`src/rtl/mem_access_unit.sv`:
```
// Load/store front-end between EX/MEM and a word-wide synchronous-read data RAM.
// Sub-word stores use read-modify-write. Define MISALIGN_TRAP_EN to reject misaligned accesses.
module mem_access_unit #(
   parameter int unsigned ADDR_W      = 32,
   parameter int unsigned RAM_IDX_LSB = 2
) (
   input  logic              clk,
   input  logic              reset,
   input  logic              req_valid,
   input  logic              req_read,
   input  logic              req_write,
   input  logic [1:0]        req_size,
   input  logic              req_unsigned,
   input  logic [ADDR_W-1:0] req_addr,
   input  logic [31:0]       req_wdata,
   output logic              stall,
   output logic              load_valid,
   output logic [31:0]       load_data,
   output logic              access_err,
   output logic              mem_read,
   output logic              mem_write,
   output logic [ADDR_W-1:0] mem_addr,
   output logic [31:0]       mem_wdata,
   input  logic [31:0]       mem_rdata
);

   typedef enum logic [1:0] {StIdle, StLoadWait, StRmwWait} state_e;

   state_e            state_q;
   logic [ADDR_W-1:0] addr_q;
   logic [1:0]        size_q;
   logic              unsigned_q;
   logic [15:0]       wdata_q;
   logic [31:0]       load_data_q;
   logic              load_valid_q;
   logic              access_err_q;

   logic              accept, is_bad, misalign;
   logic              do_load, do_word_st, do_sub_st;
   logic [ADDR_W-1:0] eff_addr;
   logic [7:0]        lane_b;
   logic [15:0]       lane_h;
   logic [31:0]       load_ext, merged;

   // Request decode; misaligned addresses are force-aligned unless trapping is enabled.
   always_comb begin
      misalign = 1'b0;
`ifdef MISALIGN_TRAP_EN
      misalign = (req_size == 2'd1 && req_addr[0]) ||
                 (req_size == 2'd2 && req_addr[1:0] != 2'b00);
`endif
      eff_addr = req_addr;
      if (req_size == 2'd1) begin
         eff_addr[0] = 1'b0;
      end else if (req_size == 2'd2) begin
         eff_addr[1:0] = 2'b00;
      end
      accept     = reset && (state_q == StIdle) && req_valid;
      is_bad     = (req_read && req_write) ||
                   ((req_read || req_write) && (req_size == 2'd3 || misalign));
      do_load    = accept && req_read && !is_bad;
      do_word_st = accept && req_write && !is_bad && (req_size == 2'd2);
      do_sub_st  = accept && req_write && !is_bad && (req_size != 2'd2);
   end

   // Lane extraction for loads and lane merge for RMW stores.
   always_comb begin
      case (addr_q[1:0])
         2'd0:    lane_b = mem_rdata[7:0];
         2'd1:    lane_b = mem_rdata[15:8];
         2'd2:    lane_b = mem_rdata[23:16];
         default: lane_b = mem_rdata[31:24];
      endcase
      lane_h = addr_q[1] ? mem_rdata[31:16] : mem_rdata[15:0];
      case (size_q)
         2'd0:    load_ext = {{24{~unsigned_q & lane_b[7]}}, lane_b};
         2'd1:    load_ext = {{16{~unsigned_q & lane_h[15]}}, lane_h};
         default: load_ext = mem_rdata;
      endcase
      merged = mem_rdata;
      if (size_q == 2'd0) begin
         case (addr_q[1:0])
            2'd0:    merged[7:0]   = wdata_q[7:0];
            2'd1:    merged[15:8]  = wdata_q[7:0];
            2'd2:    merged[23:16] = wdata_q[7:0];
            default: merged[31:24] = wdata_q[7:0];
         endcase
      end else if (addr_q[1]) begin
         merged[31:16] = wdata_q;
      end else begin
         merged[15:0] = wdata_q;
      end
   end

   always_comb begin
      mem_read  = 1'b0;
      mem_write = 1'b0;
      mem_addr  = '0;
      mem_wdata = '0;
      case (state_q)
         StIdle: begin
            if (do_load || do_sub_st) begin
               mem_read = 1'b1;
               mem_addr = (eff_addr >> RAM_IDX_LSB) << RAM_IDX_LSB;
            end else if (do_word_st) begin
               mem_write = 1'b1;
               mem_addr  = (eff_addr >> RAM_IDX_LSB) << RAM_IDX_LSB;
               mem_wdata = req_wdata;
            end
         end
         StRmwWait: begin
            mem_write = reset;
            mem_addr  = (addr_q >> RAM_IDX_LSB) << RAM_IDX_LSB;
            mem_wdata = merged;
         end
         default: ;
      endcase
   end

   always_ff @(posedge clk or negedge reset) begin
      if (!reset) begin
         state_q      <= StIdle;
         addr_q       <= '0;
         size_q       <= 2'd0;
         unsigned_q   <= 1'b0;
         wdata_q      <= 16'h0;
         load_data_q  <= 32'h0;
         load_valid_q <= 1'b0;
         access_err_q <= 1'b0;
      end else begin
         load_valid_q <= 1'b0;
         access_err_q <= 1'b0;
         case (state_q)
            StIdle: begin
               access_err_q <= accept && is_bad;
               if (do_load || do_sub_st) begin
                  addr_q     <= eff_addr;
                  size_q     <= req_size;
                  unsigned_q <= req_unsigned;
                  wdata_q    <= req_wdata[15:0];
                  state_q    <= do_load ? StLoadWait : StRmwWait;
               end
            end
            StLoadWait: begin
               load_data_q  <= load_ext;
               load_valid_q <= 1'b1;
               state_q      <= StIdle;
            end
            default: state_q <= StIdle;
         endcase
      end
   end

   assign stall      = (state_q != StIdle);
   assign load_valid = load_valid_q;
   assign load_data  = load_data_q;
   assign access_err = access_err_q;

endmodule

```
`config.mk`:
```
export PLATFORM = sky130hd
export DESIGN_NAME = mem_access_unit
export DESIGN_NICKNAME = d
export VERILOG_FILES = /design/src/rtl/mem_access_unit.sv
export SDC_FILE = /design/constraint.sdc
export NUM_CORES = 1
export LEC_CHECK = 0
export ABC_AREA = 1
export BUFFER_PORTS_ARGS = -buffer_cell sky130_fd_sc_hd__clkbuf_2
export CAP_MARGIN = 20
export CORE_MARGIN = 2
export CORE_UTILIZATION = 30
export DETAILED_ROUTE_END_ITERATION = 12
export GPL_TIMING_DRIVEN = 0
export HOLD_SLACK_MARGIN = 0.15
export PLACE_DENSITY_LB_ADDON = 0.15
export SYNTH_ARGS = -nofsm -noshare
export SYNTH_HDL_FRONTEND = slang
export SYNTH_SLANG_ARGS = --single-unit
```
`constraint.sdc`:
```
create_clock -name clk -period 1.9 [get_ports clk]
set_input_delay 0.19 -clock clk [delete_from_list [all_inputs] [get_ports clk]]
set_output_delay 0.19 -clock clk [all_outputs]
set_load 0.03 [all_outputs]
```
# [After elaboration in Yosys (flattened, before gate mapping)]
# Index checks and enable logic that the tools add are counted.
[word_totals] ff_bits=87 wordCells=71 in_bits=104 out_inout_bits=101
[classes] bitwise=3 n_mux=29 reduce_logical=21 eq_ne=10
[ops] op="$pmux 32 s2" n=3
[ops] op="$mux 32" n=5
[ops] op="$mux 16" n=3
[ops] op="$mux 8" n=4
[ops] op="$pmux 8 s3" n=1
[ops] op="$logic_and 1x1->1" n=11
[ops] op="$eq 2x1->1 const B" n=4
[ops] op="$eq 2x2->1 const B" n=4
[ops] op="$mux 1" n=8
[ops] op="$mux 2" n=4
[ops] op="$logic_not 2->1" n=3
[ops] op="$logic_or 1x1->1" n=3
[ops] op="$reduce_or 3->1" n=1
[ops] op="$and 1x1->1" n=2
[ops] op="$ne 2x1->1 const B" n=1
[ops] op="$ne 2x2->1 const B" n=1
[ops] op="$pmux 1 s2" n=1
[ops] op="$reduce_and 2->1" n=1
[ops] op="$reduce_bool 2->1" n=1
[ops] op="$logic_not 1->1" n=1
[ops] op="$not 1->1" n=1

# [Longest topological paths before layout]
# Gate-level depths: netlist of the first run.
[depth] depth_word=9 mapped_depth=10 ltp_nobuf=8

# [Worst setup path after synthesis of the first run]
# OpenSTA, ideal clock, no wires.
[synth_timing] path_type="reg2out" start="register state_q[1]" end="output port mem_write" setup_slack_ns=0.182 required_time_ns=1.710 arrival_time_ns=1.528 stages_incl_launch_ff=6 n_path_buf=0 path_cell_list="dfrtp_1 nor2_4 nand3_2 nor2_4 inv_1 o21ai_0"
[synth_via] elab_chain_len=9 elab_cells_between_ends=14 cone_classes="eq/ne: 1; mux: 3; reduce/logical: 10"
[synth_rtl] element="start: declaration" line="29" source="state_e state_q;"
[synth_rtl] element="start signal: assignment" line="122" source="state_q <= StIdle;"
[synth_rtl] element="start signal: assignment" line="141" source="state_q <= do_load ? StLoadWait : StRmwWait;"
[synth_rtl] element="start signal: assignment" line="147" source="state_q <= StIdle;"
[synth_rtl] element="$logic_not 2->1" line="58, 100"
[synth_rtl] element="$logic_and 1x1->1 (2 in series)" line="58" source="accept = reset && (state_q == StIdle) && req_valid;"
[synth_rtl] element="$logic_and 1x1->1 (2 in series)" line="62, 63"
[synth_rtl] element="$logic_and 1x1->1 (on tied branches)" line="62, 63"
[synth_rtl] element="$mux 1 / $logic_or 1x1->1 (equally long branches)" line="105, 102"
[synth_rtl] element="$mux 1" line="102" source="if (do_load || do_sub_st) begin"
[synth_rtl] element="$pmux 1 s2 *" line="100" source="case (state_q)"
[synth_rtl] element="end: declaration" line="21" source="output logic mem_write,"
# Mark *: on every way between the ends. The rest lies on a longest branch, timed or not.

# [Worst setup path in the final report of the first run]
[layout_timing] start="register state_q[0]" end="output port mem_addr[20]"
[layout_via] elab_chain_len=9 elab_cells_between_ends=14 cone_classes="eq/ne: 1; mux: 3; reduce/logical: 10"
[layout_rtl] element="$logic_not 2->1" line="58, 100"
[layout_rtl] element="$logic_and 1x1->1 (2 in series)" line="58"
[layout_rtl] element="$logic_and 1x1->1 (2 in series)" line="62, 63"
[layout_rtl] element="$logic_and 1x1->1 (on tied branches)" line="62, 63"
[layout_rtl] element="$mux 32 / $logic_or 1x1->1 (equally long branches)" line="105, 102"
[layout_rtl] element="$mux 32" line="102"
[layout_rtl] element="$pmux 32 s2 *" line="100"
[layout_rtl] element="end: declaration" line="22" source="output logic [ADDR_W-1:0] mem_addr,"
# Marks and branches as above.

==> impl_metrics.tcl, run 1 <==
set metrics [dict create \
    synth_edf_count 0 \
    worst-slew-pin-transition_ns 0.8668 \
    status "finished with violations" \
    rows 51 \
    dp_hpwl_um 17820 \
    drv_slew 0 \
    grt_pass1_vias 7141 \
    path_clk_slew_ns 0.07 \
    worstSkewPairLatency_ns 0.36 \
    period_share 1.115 \
    die_h_um 143.9 \
    end_kind "output pin" \
    cts-root-buf "clkbuf_16" \
    yosysMostFrequentCell "nand2_1" \
    multiInputGateArea_sq_um 3966 \
    firstDrtPassIters 5 \
    required_ns 1.71 \
    numClockSinks 87 \
    synth_top_area_share 0.3708 \
    drc 0 \
    tritoncts "yes" \
    grt_max_degree 51 \
    postLayoutCellArea_sq_um 10640 \
    cts_made_buffers 9 \
    maxCapViolations 0 \
    ff_latch_area_sq_um 2181 \
    core_area_sq_um 19330 \
    num_antenna_cells 0 \
    num-nets-final 1360 \
    fmax_ghz 0.4720 \
    leakage_nw 5.233 \
    fin_ws_ns -0.2188 \
    utilization 0.5504 \
    syn_area_per_cell_sq_um 6.306 \
    fin_crit_ns 2.119 \
    overflow 0 \
    die_area_sq_um 20700 \
    place_area_sq_um 7247 \
    start_util 0.3036 \
    clock_path_buffers 2 \
    synthTopCellsByArea "dfrtp_1 37%, nand2_1 23%, nand3_1 8.4%, o21ai_0 8.1%, nor2_1 4.1%" \
    port_buffers 202 \
    yosys-top-cells-count "358 x nand2_1, 99 x nand3_1, 95 x o21ai_0" \
    crit_fanout 7 \
    rsz0062_at_grt "yes" \
    ant_nets 0 \
    violations "setup timing" \
    critPathLaunchType "flip-flop" \
    grt_antenna_before_repair 1 \
    worstSetupPathType "flip-flop to output pin" \
    async_reset_ff_frac 1.000 \
    seq_area_frac_synth 0.3708 \
    hold_class "input pin to flip-flop" \
    finalSetupViolCount 63 \
    wl_per_cell_um 17.80 \
    wirelength_um 27160 \
    max_slew_margin 0.4221 \
    via_count 7750 \
    drive_gt1_frac 0.4298 \
    fin_skew_ns 0.008501 \
    area_growth_pct 81.27 \
    syn-cell-area_sq_um 5871 \
    crit_arrival_ns 1.93 \
    die_width_um 143.9 \
    drt-vias-per-instance 5.079 \
    syn_inst 931 \
    gp_congestion 0.9650 \
    synth_top_cell_by_area "dfrtp_1" \
    yosys.cell_types.count 26 \
    num_io_pins 205 \
    h-tree-depth 3 \
    dr.first_iter.drc_count 486 \
    cellPowerDensity_nw_per_um2 867.8 \
    hold_viol 0 \
    synth_warnings 0 \
    synth_seq_cells 87 \
    grt_usage 0.2459 \
    fill_cells 1781 \
    grt_pass1_wl_um 38800 \
    yosys_most_used_dff "dfrtp_1" \
    ir_drop_uv 477.0 \
]
==> metal layers <==
layer,track usage,vias up,routed length (um)
li1,-,3655,-
met1,0.3230,3623,10980
met2,0.3877,397,12770
met3,0.04965,75,2388
met4,0.1151,0,1020
met5,0,-,0
==> final timing paths <==
kind | from | endpoint | slack, ns | cells past startpoint
min in group asynchronous | reset | load_data[11] | 0.73 | 6
max in group asynchronous | reset | addr_q[0] | 0.96 | 6
worst max-delay path | state_q[0] | mem_addr[20] | -0.22 | 8
worst min-delay path | req_valid | access_err | 0.17 | 4
worst min register to register | addr_q[21] | addr_q[21] | 0.47 | 2
worst max register to register | state_q[0] | wdata_q[3] | 0.10 | 10
==> through the flow <==
step | TNS [ns] | hold slack, ns | setup slack [ns] | power (mW) | std cells
2_1_floorplan | 0 | -0.1056 | 0.1823 | 4.755 | 932
3_3_place_gp | -261.22 | 0.4087 | -1.922 | 5.821 | 1399
3_5_place_dp | -71.69 | 0.2684 | -0.7455 | 5.854 | 1400
4_1_cts | -12.19 | -0.2055 | -0.2328 | 8.389 | 1502
5_1_grt | -14.28 | 0.1744 | -0.2701 | 9.739 | 1526
6_report | -10.29 | 0.1726 | -0.2188 | 9.235 | 1526
==> state kept, by name (all words and copies together), names as in the netlist <==
signal / cells
access_err: 1
addr_q: 32
load_data: 32
load_valid: 1
size_q: 2
state_q: 2
unsigned_q: 1
wdata_q: 16
==> report_power, final <==
group	total [mW]	internal (mW)	switching, mW
combinational	4.76	1.99	2.77
clock	1.77	0.909	0.864
sequential	2.70	2.33	0.368
total	9.24	5.23	4.00
==> cell type report <==
type | instances | share of cell area
repair buffers | 321 | 0.2931
clock buffers | 10 | 0.02152
inverters | 66 | 0.02457
clock inverters | 6 | 0.005409
multi-input cells | 717 | 0.3727
flip-flops and latches | 87 | 0.2049
well taps | 265 | 0.03116
plain buffers | 54 | 0.04656
==> repair_timing <==
action                                  in CTS  in global routing
endpoints found under the setup margin     115                136
endpoints found under the hold margin      138                 72
gates resized for setup                    301                273
cloned                                       5                  8
hold buffers                                53                  7
buffers inserted                            33                 12
pin swaps                                   49                 90
==> worst max-delay path: stages (launching register included) <==
cell       delay (ns)
dfrtp_2          0.44
nor2_4           0.13
nand3_4          0.10
or2_4            0.29
nand2_8          0.13
clkbuf_16        0.16
nand3_2          0.07
nand2_2          0.11
buf_8            0.12
==> layout by cell type (no fill, tap or decap), drive strengths merged <==
cell type and count:
nand2 359, clkbuf 186, buf 144, nand3 100
o21ai 100, dfrtp 87, nor2 71, inv 65
dlygate4sd3 55, a21oi 41, or2 17, o211ai 15
o22ai 10, clkinv 4, clkinvlp 3, conb 2
o2bb2ai 1, a31oi 1
==> cell families (layout without fill, tap and decap cells) <==
logic type	count (synthesis)	count (layout)	synth area share
buf+inv	128	457	0.08866
other cells	1	2	0.0006388
flops	87	87	0.3708
compound gates	168	168	0.1526
simple gates	547	547	0.3873
Note: power is estimated with default switching activity, not from simulation.
==> run 2, diff against run 1 <==
--- a/config.mk
+++ b/config.mk
@@ -13,7 +13,7 @@
 export DETAILED_ROUTE_END_ITERATION = 12
 export GPL_TIMING_DRIVEN = 0
 export HOLD_SLACK_MARGIN = 0.15
-export PLACE_DENSITY_LB_ADDON = 0.15
+export PLACE_DENSITY = 0.54
 export SYNTH_ARGS = -nofsm -noshare
 export SYNTH_HDL_FRONTEND = slang
 export SYNTH_SLANG_ARGS = --single-unit
==> run 2 against run 1 <==
The flow still finishes with violations (setup timing). Global-route usage increased by 0.12 points. Total power fell by 2.1%. Die area unchanged. Clock power grew 6%. Fmax increased by 1.9%. Sequential share of layout area is 0.42 points higher. Sequential power hardly changed. Critical endpoint is now mem_addr[7]. Largest cell class unchanged.
==> impl_metrics.tcl, run 2 (synthesis results as in run 1) <==
set metrics [dict create \
    gp_congestion 0.9351 \
    worstSetupPathType "flip-flop to output pin" \
    rsz0062_at_grt "yes" \
    grt_antenna_before_repair 0 \
    drt-vias-per-instance 4.967 \
    fmax_ghz 0.4809 \
    h-tree-depth 3 \
    end_kind "output pin" \
    finalSetupViolCount 63 \
    status "finished with violations" \
    overflow 0 \
    clock_path_buffers 2 \
    cts_made_buffers 9 \
    wl_per_cell_um 17.44 \
    path_clk_slew_ns 0.07 \
    core_area_sq_um 19330 \
    num-nets-final 1359 \
    leakage_nw 5.160 \
    die_width_um 143.9 \
    cts-root-buf "clkbuf_16" \
    dr.first_iter.drc_count 523 \
    final_common_cell "nand2_1" \
    wirelength_um 26590 \
    place_area_sq_um 7247 \
    firstDrtPassIters 5 \
    fin_ws_ns -0.1792 \
    place_inst 1400 \
    violations "setup timing" \
    postLayoutCellArea_sq_um 10430 \
    grt_pass1_wl_um 39120 \
    ff_latch_area_sq_um 2181 \
    grt_usage 0.2471 \
    fin_crit_ns 2.079 \
    drv_slew 0 \
    ant_nets 0 \
    numClockSinks 87 \
    rows 51 \
    multiInputGateArea_sq_um 3920 \
    num_io_pins 205 \
    hold_viol 0 \
    required_ns 1.71 \
    most-common-layout-cells "290 x nand2_1, 145 x clkbuf_2, 84 x dfrtp_1, 71 x buf_8, 62 x nor2_1" \
    fill_cells 1869 \
    crit_fanout 7 \
    drc 0 \
    drive_gt1_frac 0.4151 \
    worst-slew-pin-transition_ns 0.7170 \
    hold_class "input pin to flip-flop" \
    max_slew_margin 0.5220 \
    die_h_um 143.9 \
    tritoncts "yes" \
    area_growth_pct 77.64 \
    maxCapViolations 0 \
    crit_arrival_ns 1.89 \
    grt_max_degree 58 \
    worstSkewPairLatency_ns 0.36 \
    port_buffers 202 \
    dp_hpwl_um 17980 \
    die_area_sq_um 20700 \
    via_count 7574 \
    fin_skew_ns 0.007509 \
    num_antenna_cells 0 \
    critPathLaunchType "flip-flop" \
    layout.cells.non_filler 1525 \
    ir_drop_uv 554.0 \
    grt_pass1_vias 7228 \
    period_share 1.094 \
    cellPowerDensity_nw_per_um2 867.3 \
    start_util 0.3036 \
]
[run 2: cell types whose count changed in the layout (fill, tap and decap cells not counted), sizes merged]
cell    before  now
inv         65   68
buf        144  142
bufinv       0    1
clkinv       4    1
clkbuf     186  185
nand2      359  360
[run 2: layout make-up]
class                           instances  area share
Timing Repair Buffer                  316      0.2789
Sequential cell                        87      0.2091
Multi-Input combinational cell        718      0.3759
Buffer                                 57     0.04991
Clock buffer                            9     0.02160
Clock inverter                          7    0.007558
Inverter                               66     0.02519
Tap cell                              265     0.03179
[run 2: final timing paths]
kind,startpoint,endpoint,slack [ns],cells after the start
worst max-delay path,state_q[1],mem_addr[7],-0.18,8
min in group asynchronous,reset,load_data[0],0.66,6
worst max register to register,state_q[1],addr_q[24],0.08,11
worst min-delay path,req_addr[0],addr_q[0],0.18,5
max in group asynchronous,reset,state_q[0],0.95,6
worst min register to register,addr_q[9],addr_q[9],0.47,2
[run 2: worst max-delay path, stage by stage, from the launching register on]
cell and delay, ns:
dfrtp_1 0.41, nor2_4 0.16, nand3_4 0.10, or2_4 0.27, nand2_8 0.12, buf_6 0.14
nand3_1 0.08, nand2_1 0.12, buf_8 0.13
[run 2: per-layer routing]
metal	vias up	GRT usage	part of all wire
li1	3650	-	-
met1	3556	0.3196	0.42
met2	322	0.4183	0.49
met3	46	0.05232	0.077
met4	0	0.06605	0.020
met5	-	0	0
[run 2: timing repair]
action / in CTS / in global routing
endpoints found under the setup margin: 115 / 133
gates resized for setup: 356 / 199
endpoints found under the hold margin: 138 / 87
pin swaps: 74 / 61
setup buffers: 32 / 12
hold buffers: 53 / 7
cloned: 9 / 3
[run 2: metrics by stage]
stage	utilization	hold WS (ns)	total power [mW]	TNS, ns	worst slack, ns
finish	0.5394	0.1843	9.045	-7.872	-0.1792
global route	0.5394	0.2270	9.550	-12.96	-0.2693
global placement	0.3733	0.4048	5.837	-253.58	-1.944
CTS	0.5004	-0.2228	8.663	-11.11	-0.2304
detailed placement	0.3748	0.2058	5.865	-60.81	-0.7034
floorplan	-	-0.1056	4.755	0	0.1823
[run 2: power breakdown]
part           switching (mW)  internal [mW]
sequential              0.369           2.33
clock                   0.844           1.03
combinational            2.67           1.79
total                    3.89           5.16
==> run 3, diff against run 2 <==
--- a/config.mk
+++ b/config.mk
@@ -9,11 +9,11 @@
 export BUFFER_PORTS_ARGS = -buffer_cell sky130_fd_sc_hd__clkbuf_2
 export CAP_MARGIN = 20
 export CORE_MARGIN = 2
-export CORE_UTILIZATION = 30
+export CORE_UTILIZATION = 51
 export DETAILED_ROUTE_END_ITERATION = 12
 export GPL_TIMING_DRIVEN = 0
 export HOLD_SLACK_MARGIN = 0.15
-export PLACE_DENSITY = 0.54
+export PLACE_DENSITY = 0.82
 export SYNTH_ARGS = -nofsm -noshare
 export SYNTH_HDL_FRONTEND = slang
 export SYNTH_SLANG_ARGS = --single-unit
==> run 3 against run 2 <==
The flow now stops in 5_1_grt. Synthesized cell count unchanged. Area after synthesis is the same.
==> impl_metrics.tcl, run 3 <==
set metrics [dict create \
    yosysMostFrequentCell "nand2_1" \
    h-tree-depth 3 \
    yosys-top-cells-count "358 x nand2_1, 99 x nand3_1, 95 x o21ai_0" \
    rows 39 \
    overflow 24 \
    synth_top_cell_by_area "dfrtp_1" \
    worstEndpointType "top-level output" \
    syn_inst 931 \
    gp_congestion 0.9920 \
    seq_area_frac_synth 0.3708 \
    place_inst 1278 \
    syn_area_per_cell_sq_um 6.306 \
    yosys.cell_types.count 26 \
    num_io_pins 205 \
    synth_seq_cells 87 \
    yosys_most_used_dff "dfrtp_1" \
    port_buffers 202 \
    clock_path_buffers 2 \
    async_reset_ff_frac 1.000 \
    dp_slack_ns -0.3214 \
    start_util 0.5186 \
    synthTopCellsByArea "dfrtp_1 37%, nand2_1 23%, nand3_1 8.4%, o21ai_0 8.1%, nor2_1 4.1%" \
    synth_top_area_share 0.3708 \
    cts_made_buffers 9 \
    grt-worst-endpoint "mem_addr[19]" \
    grt_max_degree 56 \
    stop_error "[ERROR GRT-0232] Routing congestion too high. Check the congestion heatmap in the GUI." \
    numClockSinks 87 \
    syn-cell-area_sq_um 5871 \
    synth_edf_count 0 \
    die_width_um 111.3 \
    stop_stage "5_1_grt" \
    place_area_sq_um 7094 \
    die_h_um 111.3 \
    cts-root-buf "clkbuf_16" \
    dp_hpwl_um 15790 \
    grt_usage 0.7732 \
    synth_warnings 0 \
    status "did not finish" \
]
-- run 3: cell counts after synthesis --
Identical to the previous run, type by type.
-- run 3: per-stage QoR --
step                hold WS [ns]  TNS, ns
CTS                       0.1606   -8.759
detailed placement        0.2213   -22.30
global placement          0.4045  -215.56
floorplan                -0.1056        0
-- run 3: cell families after synthesis --
family,after synthesis,synth area share
other,1,0.0006388
buffers and inverters,128,0.08866
DFF,87,0.3708
and+or+nand+nor,547,0.3873
AOI/OAI and AO/OA,168,0.1526
-- run 3: layer usage --
metal | GRT usage | overflow
met1 | 0.7730 | 0
met2 | 0.9358 | 11
met3 | 0.6184 | 0
met4 | 0.8000 | 13
met5 | 0.1542 | 0
-- run 3: repair_timing --
action,in CTS
pin swaps,54
buffers inserted,31
endpoints found under the hold margin,83
hold buffers,54
setup endpoints to repair,75
resized for setup,295
cloned,6
==> run 4, diff against run 3 <==
--- a/config.mk
+++ b/config.mk
@@ -9,11 +9,10 @@
 export BUFFER_PORTS_ARGS = -buffer_cell sky130_fd_sc_hd__clkbuf_2
 export CAP_MARGIN = 20
 export CORE_MARGIN = 2
-export CORE_UTILIZATION = 51
+export CORE_UTILIZATION = 40
 export DETAILED_ROUTE_END_ITERATION = 12
 export GPL_TIMING_DRIVEN = 0
-export HOLD_SLACK_MARGIN = 0.15
-export PLACE_DENSITY = 0.82
+export PLACE_DENSITY_LB_ADDON = 0.15
 export SYNTH_ARGS = -nofsm -noshare
 export SYNTH_HDL_FRONTEND = slang
 export SYNTH_SLANG_ARGS = --single-unit
==> run 4 against run 3 <==
The flow now finishes, with violations (setup timing).
==> impl_metrics.tcl, run 4 (synthesis results as in run 1) <==
set metrics [dict create \
    whs_ns 0.02877 \
    cellPowerDensity_nw_per_um2 950.1 \
    firstDrtPassIters 5 \
    status "finished with violations" \
    r2r_cells 11 \
    rows 44 \
    die_width_um 125.1 \
    wirelength_um 25310 \
    ir_drop_uv 539.3 \
    clock_path_buffers 2 \
    drc 0 \
    rsz0062_at_grt "yes" \
    die_area_sq_um 15660 \
    final.setup.tns_ns -12.77 \
    crit_arrival_ns 1.97 \
    required_ns 1.71 \
    worst-slew-pin-transition_ns 0.7655 \
    grt_antenna_before_repair 0 \
    die_h_um 125.1 \
    port_buffers 202 \
    seqPwrFrac 0.296 \
    path_clk_slew_ns 0.07 \
    critPathLaunchType "flip-flop" \
    finalSetupViolCount 64 \
    share_comb_of_total_power 0.470 \
    num_io_pins 205 \
    timing.rr.start "state_q[0]" \
    area_growth_pct 61.89 \
    ant_nets 0 \
    place_inst 1319 \
    critPathLaunch "state_q[0]" \
    drive_gt1_frac 0.4065 \
    endpoint "mem_addr[6]" \
    drv_slew 0 \
    cts_made_buffers 9 \
    core_area_sq_um 14420 \
    cts-root-buf "clkbuf_16" \
    power.internal_mw 5.273 \
    numClockSinks 87 \
    leakage_nw 4.819 \
    end_kind "output pin" \
    dp_hpwl_um 17130 \
    fmax_ghz 0.4633 \
    place_area_sq_um 7146 \
    overflow 0 \
    final_common_cell "nand2_1" \
    num_antenna_cells 0 \
    period_share 1.136 \
    drt-vias-per-instance 5.447 \
    fin_crit_ns 2.158 \
    wl_per_cell_um 18.38 \
    num-nets-final 1292 \
    hold_class "input pin to flip-flop" \
    fin_skew_ns 0.008820 \
    p_sw_frac 0.4160 \
    grt_pass1_wl_um 37140 \
    layout.cells.non_filler 1377 \
    ff2ff_setup_slack_ns 0.02 \
    hold_depth 3 \
    most-common-layout-cells "294 x nand2_1, 146 x clkbuf_2, 84 x dfrtp_1, 69 x o21ai_0, 63 x buf_8" \
    maxCapViolations 0 \
    h-tree-depth 3 \
    max_slew_margin 0.4897 \
    tritoncts "yes" \
    r2r_end "addr_q[1]" \
    worstSkewPairLatency_ns 0.36 \
    violations "setup timing" \
    gp_congestion 1.018 \
    power_mw 9.030 \
    crit_fanout 7 \
    worstSetupPathType "flip-flop to output pin" \
    fin_ws_ns -0.2583 \
    grt_pass1_vias 6885 \
    power_frac_clock 0.234 \
    postLayoutCellArea_sq_um 9504 \
    p_switching_mw 3.757 \
    grt_usage 0.3014 \
    grt_max_degree 54 \
    dr.first_iter.drc_count 671 \
    hold_viol 0 \
    via_count 7500 \
    start_util 0.4070 \
]
-- run 4: per-layer routing --
metal  part of all wire  vias to the layer above  global-route usage
li1                   -                     3511                   -
met1               0.40                     3502              0.4097
met2               0.47                      414              0.4770
met3              0.091                       73             0.06376
met4              0.031                        0              0.1085
met5                  0                        -                   0
-- run 4: per-stage QoR --
step | setup WS, ns | utilization
after CTS | -0.2449 | 0.6037
after global routing | -0.3348 | 0.6589
after detailed placement | -0.4138 | 0.4954
after global placement | -1.814 | 0.4933
after floorplan | 0.1823 | -
final | -0.2583 | 0.6589
-- run 4: worst min-delay path by stage --
stage | start | end
5_1_grt | req_addr[14] | addr_q[14]
2_1_floorplan | reset | access_err
3_3_place_gp | req_unsigned | unsigned_q
6_report | req_unsigned | unsigned_q
4_1_cts | req_unsigned | unsigned_q
3_5_place_dp | reset | load_data[3]
-- run 4: layout make-up --
type,count,area (sq um)
fillers,1268,4920
multi-input cells,717,3839
repair buffers,251,2188
flip-flops and latches,87,2181
plain buffers,56,451.7
inverters,66,269.0
well taps,184,230.2
clock buffers,9,225.2
clock inverters,7,120.1
-- run 4: power by group through the flow --
stage,clock network (mW),registers (mW),logic [mW]
final,2.11,2.68,4.24
after global routing,2.20,2.73,4.55
after CTS,2.12,2.66,3.70
after detailed placement,0,2.68,3.15
after global placement,0,2.68,3.12
after floorplan,0,3.05,1.71
-- run 4: what timing repair did --
| action | in CTS | in global routing |
|---|---|---|
| buffers inserted | 24 | 13 |
| gates resized for setup | 270 | 228 |
| pin swaps | 45 | 77 |
| hold endpoints to repair | 35 | 0 |
| cloned | 5 | 4 |
| hold buffers | 2 | 0 |
| setup endpoints to repair | 74 | 100 |
-- run 4: critical path, cell delays in order, from the launching register on --
cell,delay [ns]
dfrtp_2,0.45
nor2_4,0.15
nand3_4,0.11
nor2_4,0.21
inv_4,0.08
nand2_8,0.13
buf_8,0.16
nand3_2,0.09
nand2_2,0.11
buf_8,0.12
